[config.mk]
export PLATFORM = sky130hd
export DESIGN_NAME = coin_acceptor
export DESIGN_NICKNAME = d
export VERILOG_FILES = /design/src/rtl/coin_acceptor.sv
export SDC_FILE = /design/constraint.sdc
export NUM_CORES = 1
export LEC_CHECK = 0
export BUFFER_PORTS_ARGS = -buffer_cell sky130_fd_sc_hd__clkbuf_2
export CAP_MARGIN = 20
export CORE_UTILIZATION = 40
export CTS_CLUSTER_SIZE = 8
export DETAILED_ROUTE_END_ITERATION = 10
export GPL_TIMING_DRIVEN = 1
export HOLD_SLACK_MARGIN = 0.05
export PLACE_DENSITY = 0.69
export SYNTH_ARGS = -nofsm -noshare
export SYNTH_HDL_FRONTEND = slang
export SYNTH_SLANG_ARGS = --single-unit
[constraint.sdc]
create_clock -name clk -period 2.3 [get_ports clk]
set_clock_uncertainty 0.05 [all_clocks]
set_input_delay 0.23 -clock clk [delete_from_list [all_inputs] [get_ports clk]]
set_output_delay 0.23 -clock clk [all_outputs]
set_load 0.02 [all_outputs]
[src/rtl/coin_acceptor.sv]
// coin_acceptor: synchronises and debounces two coin-slot switches into one-cycle I/J pulses with jam detection.
// Optional tally counters are enabled with the COIN_TALLY_EN macro.
module coin_acceptor #(
  parameter int DEBOUNCE_CYCLES = 4,
  parameter int CNT_W = 8
) (
  input  logic clk,
  input  logic reset,
  input  logic coin_i_raw,
  input  logic coin_j_raw,
`ifdef COIN_TALLY_EN
  input  logic tally_clr,
  output logic [7:0] tally_i,
  output logic [7:0] tally_j,
`endif
  output logic I,
  output logic J,
  output logic jam,
  output logic busy
);
  typedef enum logic [2:0] {IDLE, DEBOUNCE, PULSE, RELEASE, JAM} state_t;
  localparam logic [CNT_W-1:0] LAST = CNT_W'(DEBOUNCE_CYCLES - 1);
  state_t state, state_n;
  logic [1:0] sync_i, sync_j;
  logic si, sj, sel, sel_n, sel_in, i_n, j_n;
  logic [CNT_W-1:0] cnt, cnt_n;
  assign si = sync_i[1];
  assign sj = sync_j[1];
  assign sel_in = sel ? sj : si;
  always_ff @(posedge clk or posedge reset) begin
    if (reset) begin
      sync_i <= '0;
      sync_j <= '0;
    end else begin
      sync_i <= {sync_i[0], coin_i_raw};
      sync_j <= {sync_j[0], coin_j_raw};
    end
  end
  always_comb begin
    state_n = state;
    sel_n = sel;
    cnt_n = cnt;
    i_n = 1'b0;
    j_n = 1'b0;
    case (state)
      IDLE:
        if (si && sj) begin
          state_n = JAM;
          cnt_n = '0;
        end else if (si ^ sj) begin
          state_n = DEBOUNCE;
          sel_n = sj;
          cnt_n = CNT_W'(1);
        end
      DEBOUNCE:
        if (si && sj) begin
          state_n = JAM;
          cnt_n = '0;
        end else if (!sel_in) begin
          state_n = IDLE;
          cnt_n = '0;
        end else if (cnt == LAST) begin
          state_n = PULSE;
          i_n = !sel;
          j_n = sel;
        end else cnt_n = cnt + 1'b1;
      PULSE: begin
        state_n = RELEASE;
        cnt_n = '0;
      end
      RELEASE:
        if (si && sj) begin
          state_n = JAM;
          cnt_n = '0;
        end else if (si || sj) cnt_n = '0;
        else if (cnt == LAST) begin
          state_n = IDLE;
          cnt_n = '0;
        end else cnt_n = cnt + 1'b1;
      JAM:
        if (si || sj) cnt_n = '0;
        else if (cnt == LAST) begin
          state_n = IDLE;
          cnt_n = '0;
        end else cnt_n = cnt + 1'b1;
      default: begin
        state_n = IDLE;
        cnt_n = '0;
      end
    endcase
  end
  // Outputs are registered copies of the next-state decode, so they change on the same edge as state.
  always_ff @(posedge clk or posedge reset) begin
    if (reset) begin
      state <= IDLE;
      sel <= 1'b0;
      cnt <= '0;
      I <= 1'b0;
      J <= 1'b0;
      jam <= 1'b0;
      busy <= 1'b0;
    end else begin
      state <= state_n;
      sel <= sel_n;
      cnt <= cnt_n;
      I <= i_n;
      J <= j_n;
      jam <= state_n == JAM;
      busy <= state_n != IDLE;
    end
  end
`ifdef COIN_TALLY_EN
  always_ff @(posedge clk or posedge reset) begin
    if (reset) begin
      tally_i <= '0;
      tally_j <= '0;
    end else if (tally_clr) begin
      tally_i <= '0;
      tally_j <= '0;
    end else begin
      if (i_n && tally_i != 8'hff) tally_i <= tally_i + 1'b1;
      if (j_n && tally_j != 8'hff) tally_j <= tally_j + 1'b1;
    end
  end
`endif
endmodule

# After elaboration in Yosys (flattened, before gate mapping)
# Cells that the tools add are included.
[classes] n_eq_ne=8 bitwise=2 n_mux=27 reduce_logical=7 addsub=1
[op_table] cell="8-bit two-way mux" count=8
[op_table] cell="8-bit case mux with 4 select lines" count=1
[op_table] cell="3-bit two-way mux" count=8
[op_table] cell="3-bit case mux with 5 select lines" count=1
[op_table] cell="1-bit two-way mux" count=9
[op_table] cell="8-bit by 1-bit adder with 8-bit output, second input constant" count=1
[op_table] cell="8-bit by 2-bit == test with 1-bit output, second input constant" count=1
[op_table] cell="3-bit by 2-bit == test with 1-bit output, second input constant" count=2
[op_table] cell="3-bit == test, second input constant" count=2
[op_table] cell="4-bit != test, second input constant" count=1
[op_table] cell="3-bit by 1-bit == test with 1-bit output, second input constant" count=1
[op_table] cell="3-bit zero test" count=1
[op_table] cell="3-bit != test, second input constant" count=1
[op_table] cell="3-bit AND reduction" count=1
[op_table] cell="3-bit nonzero test" count=1
[op_table] cell="2-bit AND reduction" count=1
[op_table] cell="1-bit logical AND" count=1
[op_table] cell="1-bit zero test" count=1
[op_table] cell="1-bit logical OR" count=1
[op_table] cell="1-bit inverter" count=1
[op_table] cell="1-bit bitwise XOR" count=1
[word_totals] register_bits=20 in_bits=4 word_cells=54 output_inout_bits=4

# Longest topological paths before layout
[depth] depth_word=6 ltp_mapped=6 ltp_nobuf=6

# Worst setup path before layout
# OpenSTA, ideal clock, no wires.
[synth_timing] kind="register to register" start="reg sync_i[1]" end="reg cnt[5]" required_time_ns=2.168 path_stages_with_launch=6 period_less_slack_ns=1.830 t_arrival_ns=1.698 setup_ns=0.082 slack_ns=0.470 path_cell_list="dfrtp_1 > ha_1 > or4_4 > and2_4 > or2_1 > a31oi_1"
[synth_between] elab_chain_cells=4 elab_cells_between_ends=13
[synth_rtl] item="start, declared" line="24" text="logic [1:0] sync_i, sync_j;"
[synth_rtl] item="start signal, assigned" line="35" text="sync_i <= {sync_i[0], coin_i_raw};"
[synth_rtl] item="1-bit two-way mux / 1-bit logical OR (equally long branches)" line="29, 75, 81"
[synth_rtl] item="8-bit two-way mux (on tied branches)" line="59, 75"
[synth_rtl] item="8-bit two-way mux (on tied branches)" line="56, 72"
[synth_rtl] item="8-bit case mux with 4 select lines" line="45" text="case (state)"
[synth_rtl] item="end signal, assigned" line="105" text="cnt <= cnt_n;"
[synth_rtl] item="end, declared" line="26" text="logic [CNT_W-1:0] cnt, cnt_n;"
# Parallel ways exist; a longest one is shown, timed or not.
# A chain may end at the register's enable or synchronous reset.

# Final worst setup path
[layout_timing] start="reg sync_i[1]" end="reg cnt[7]"
# The elaborated chain is that of the path after synthesis.

==> metrics.txt <==
outcome=completed; Worst Path Max Fanout=7; Worst-Margin Slew=0.761 ns; Worst VDD drop=about 0.5 mV; Most common cell on crit path=nand2_1; Synth Area in Simple Gates=roughly a quarter; synth unique cells=33; number of global-route vias before repair=732; most instantiated library cell after synthesis=dfrtp_1; Max Cap Viol=0; post-synthesis xor/xnor area fraction=0%; Leak=about 0.57 nW; Post-synth EDFFs=0; Antenna diodes=0; CTS sink count=20; hpwl dp=approximately 1400 um; PD cells=roughly 880 nW/um2; type of the worst setup path=flip-flop to flip-flop; post-synthesis mux area share=under 10%; vias per cell=approximately 5.6; CP max stage delay=roughly 0.57 ns; post-CTS setup buffer count=0; die span in y=~52 um; hold buffers post-CTS=3; clock tree root buffer cell=clkbuf_4; WP data arrival=2.11 ns; setup TNS=0 ns; Top FF cell, synth=dfrtp_1; drt pass-1 iters=4; clock period minus worst slack=a little under 2 ns; max-slew violations=0; Placed Area=between 1000 and 1500 um2; Syn Inst Count=99; CTS Buf Count=3; Die W=52.2 um; Area contributors post-synth=dfrtp_1 (50%), ha_1 (5.0%), nand2_1 (4.1%), and3_1 (3.1%), nor2_1 (2.6%); hold crit path type=flip-flop to flip-flop; part of the Yosys area used for sequential elements=approximately half; syn_nets=roughly 110; worst relative slew slack=49.2%; post-synthesis compound-gate area fraction=around 16%; total grt overflow=0; crit start category=flip-flop; antenna violations before repair=0; Post-synth top cells=dfrtp_1 (20), nand2_1 (11), nor2_1 (7); tightest hold margin=roughly 0.31 ns; WL final=approximately 1900 um; final setup fails=0; first-pass GRT wire length=3130 um; DRC violations left=0; Worst-Skew Late Latency=around 0.30 ns; adder-cell share of the synthesized area=4.96%; Antenna Nets Post-Route=0; global placement routability congestion=0.870; die area=2730 um2; IO Pins=8; critical path cell sequence=ha_1 -> or4_4 -> nand2_1 -> nand2_1 -> o31ai_1; H-tree Lvls=1; Final Cell Area=roughly 1200 um2; Achievable Freq=between 0.5 and 0.6 GHz; Synth warnings=0; CP endpoint kind=flip-flop; Longest Clk Path Bufs=2; Final #Nets=around 120; Layout area overhead=14.5%; fin crit share=85.0%; wire length per cell=around 14 um; core box area=about 2300 um2; cell at the slowest stage of the critical path=or4_4; fillcell total=~210; overall power=around 1.0 mW; initial core utilization=43.9%; TritonCTS clock tree=done; post-CTS sizing=0; Worst Path Required=roughly 2.5 ns; Mapped Avg Cell Area=10.2 um2; row count=17; largest family of logic cells by synthesized area=simple AND/OR/NAND/NOR gates; mapped cell area=roughly 1000 um2; Clk pin slew, worst setup/hold paths=0.10 ns; via count=794; share of layout cells above drive strength 1=~17%; Post-synth ARST share=100%; Global Route Usage Sum=between 15 and 20%; Iteration-0 DRC Markers=35; flops & latches, synth=20; largest net degree at the start of global routing=21; post-synth top area share=around 50%; endpoints failing hold=0; cell taking the most area after synthesis=dfrtp_1; port buffer count=7; RSZ-0062 raised after global routing=no
==> power breakdown <==
group | switching, mW | internal, mW | total [mW]
logic | 0.189 | 0.157 | 0.346
registers | 0.0587 | 0.412 | 0.470
clock network | 0.104 | 0.0966 | 0.201
total | 0.352 | 0.665 | 1.02
==> per-stage QoR <==
stage,util (%),setup WS [ns],cells
2_1_floorplan,-,0.470,99
3_3_place_gp,47.4,0.417,135
3_5_place_dp,47.4,0.369,135
4_1_cts,50.3,0.345,142
5_1_grt,50.3,0.189,142
6_report,50.3,0.345,142
==> flip-flops by register name, summed over array words and instances, names as in the netlist <==
register and count:
I 1, J 1, cnt 8, jam 1
busy 1, sync_j 2, sel 1, sync_i 2
state 3
==> worst paths after layout <==
check                           slack, ns                   to                start  cells past startpoint
worst max-delay path                 0.34   cnt[7]$_DFFE_PP0P_  sync_i[1]$_DFF_PP0_                      5
worst min-delay path                 0.31  sync_j[1]$_DFF_PP0_  sync_j[0]$_DFF_PP0_                      0
worst max register to register       0.34   cnt[7]$_DFFE_PP0P_  sync_i[1]$_DFF_PP0_                      5
worst min register to register       0.31  sync_j[1]$_DFF_PP0_  sync_j[0]$_DFF_PP0_                      0
max in group asynchronous            1.19   state[2]$_DFF_PP0_                reset                      3
min in group asynchronous            0.53   cnt[1]$_DFFE_PP0P_                reset                      3
==> logic make-up after synthesis <==
| group | after synthesis |
|---|---|
| buf+inv | 7 |
| mux | 2 |
| fa+ha+maj | 4 |
| compound gates | 24 |
| flops | 20 |
| simple gates | 42 |
==> cell usage in the layout (no fill, tap or decap), types with 3 or more instances in the layout <==
cell / n
clkbuf_2: 7
dlygate4sd3_1: 3
clkbuf_4: 3
nand2_1: 11
o21ai_0: 4
dfrtp_1: 20
and3_1: 5
ha_1: 4
a21oi_1: 5
inv_1: 6
nand2b_1: 3
a31oi_1: 4
nor2_1: 7
==> routing by layer <==
metal / track usage (%) / vias to the layer above / share of wire [%]
li1: - / 388 / -
met1: 18.3 / 383 / 47
met2: 27.8 / 21 / 48
met3: 5.51 / 2 / 4.4
met4: 4.39 / 0 / 0.72
met5: 0 / - / 0
==> critical path, delay by kind of cell (launching register included) <==
| family | cells | cell delay [ns] |
|---|---|---|
| AND/OR/NAND/NOR | 3 | 0.89 |
| flip-flops | 1 | 0.41 |
| adder cells (fa/ha/maj) | 1 | 0.29 |
| AO/OA/AOI/OAI | 1 | 0.22 |
==> final cells by class <==
cell class / count / area [um2] / area share (%)
clock buffers: 4 / 36.3 / 3.14
inverters: 6 / 22.5 / 1.95
flip-flops and latches: 20 / 500 / 43.3
well taps: 28 / 35.0 / 3.03
multi-input cells: 72 / 480 / 41.6
repair buffers: 12 / 80.1 / 6.93
(Power assumes the default switching activity.)
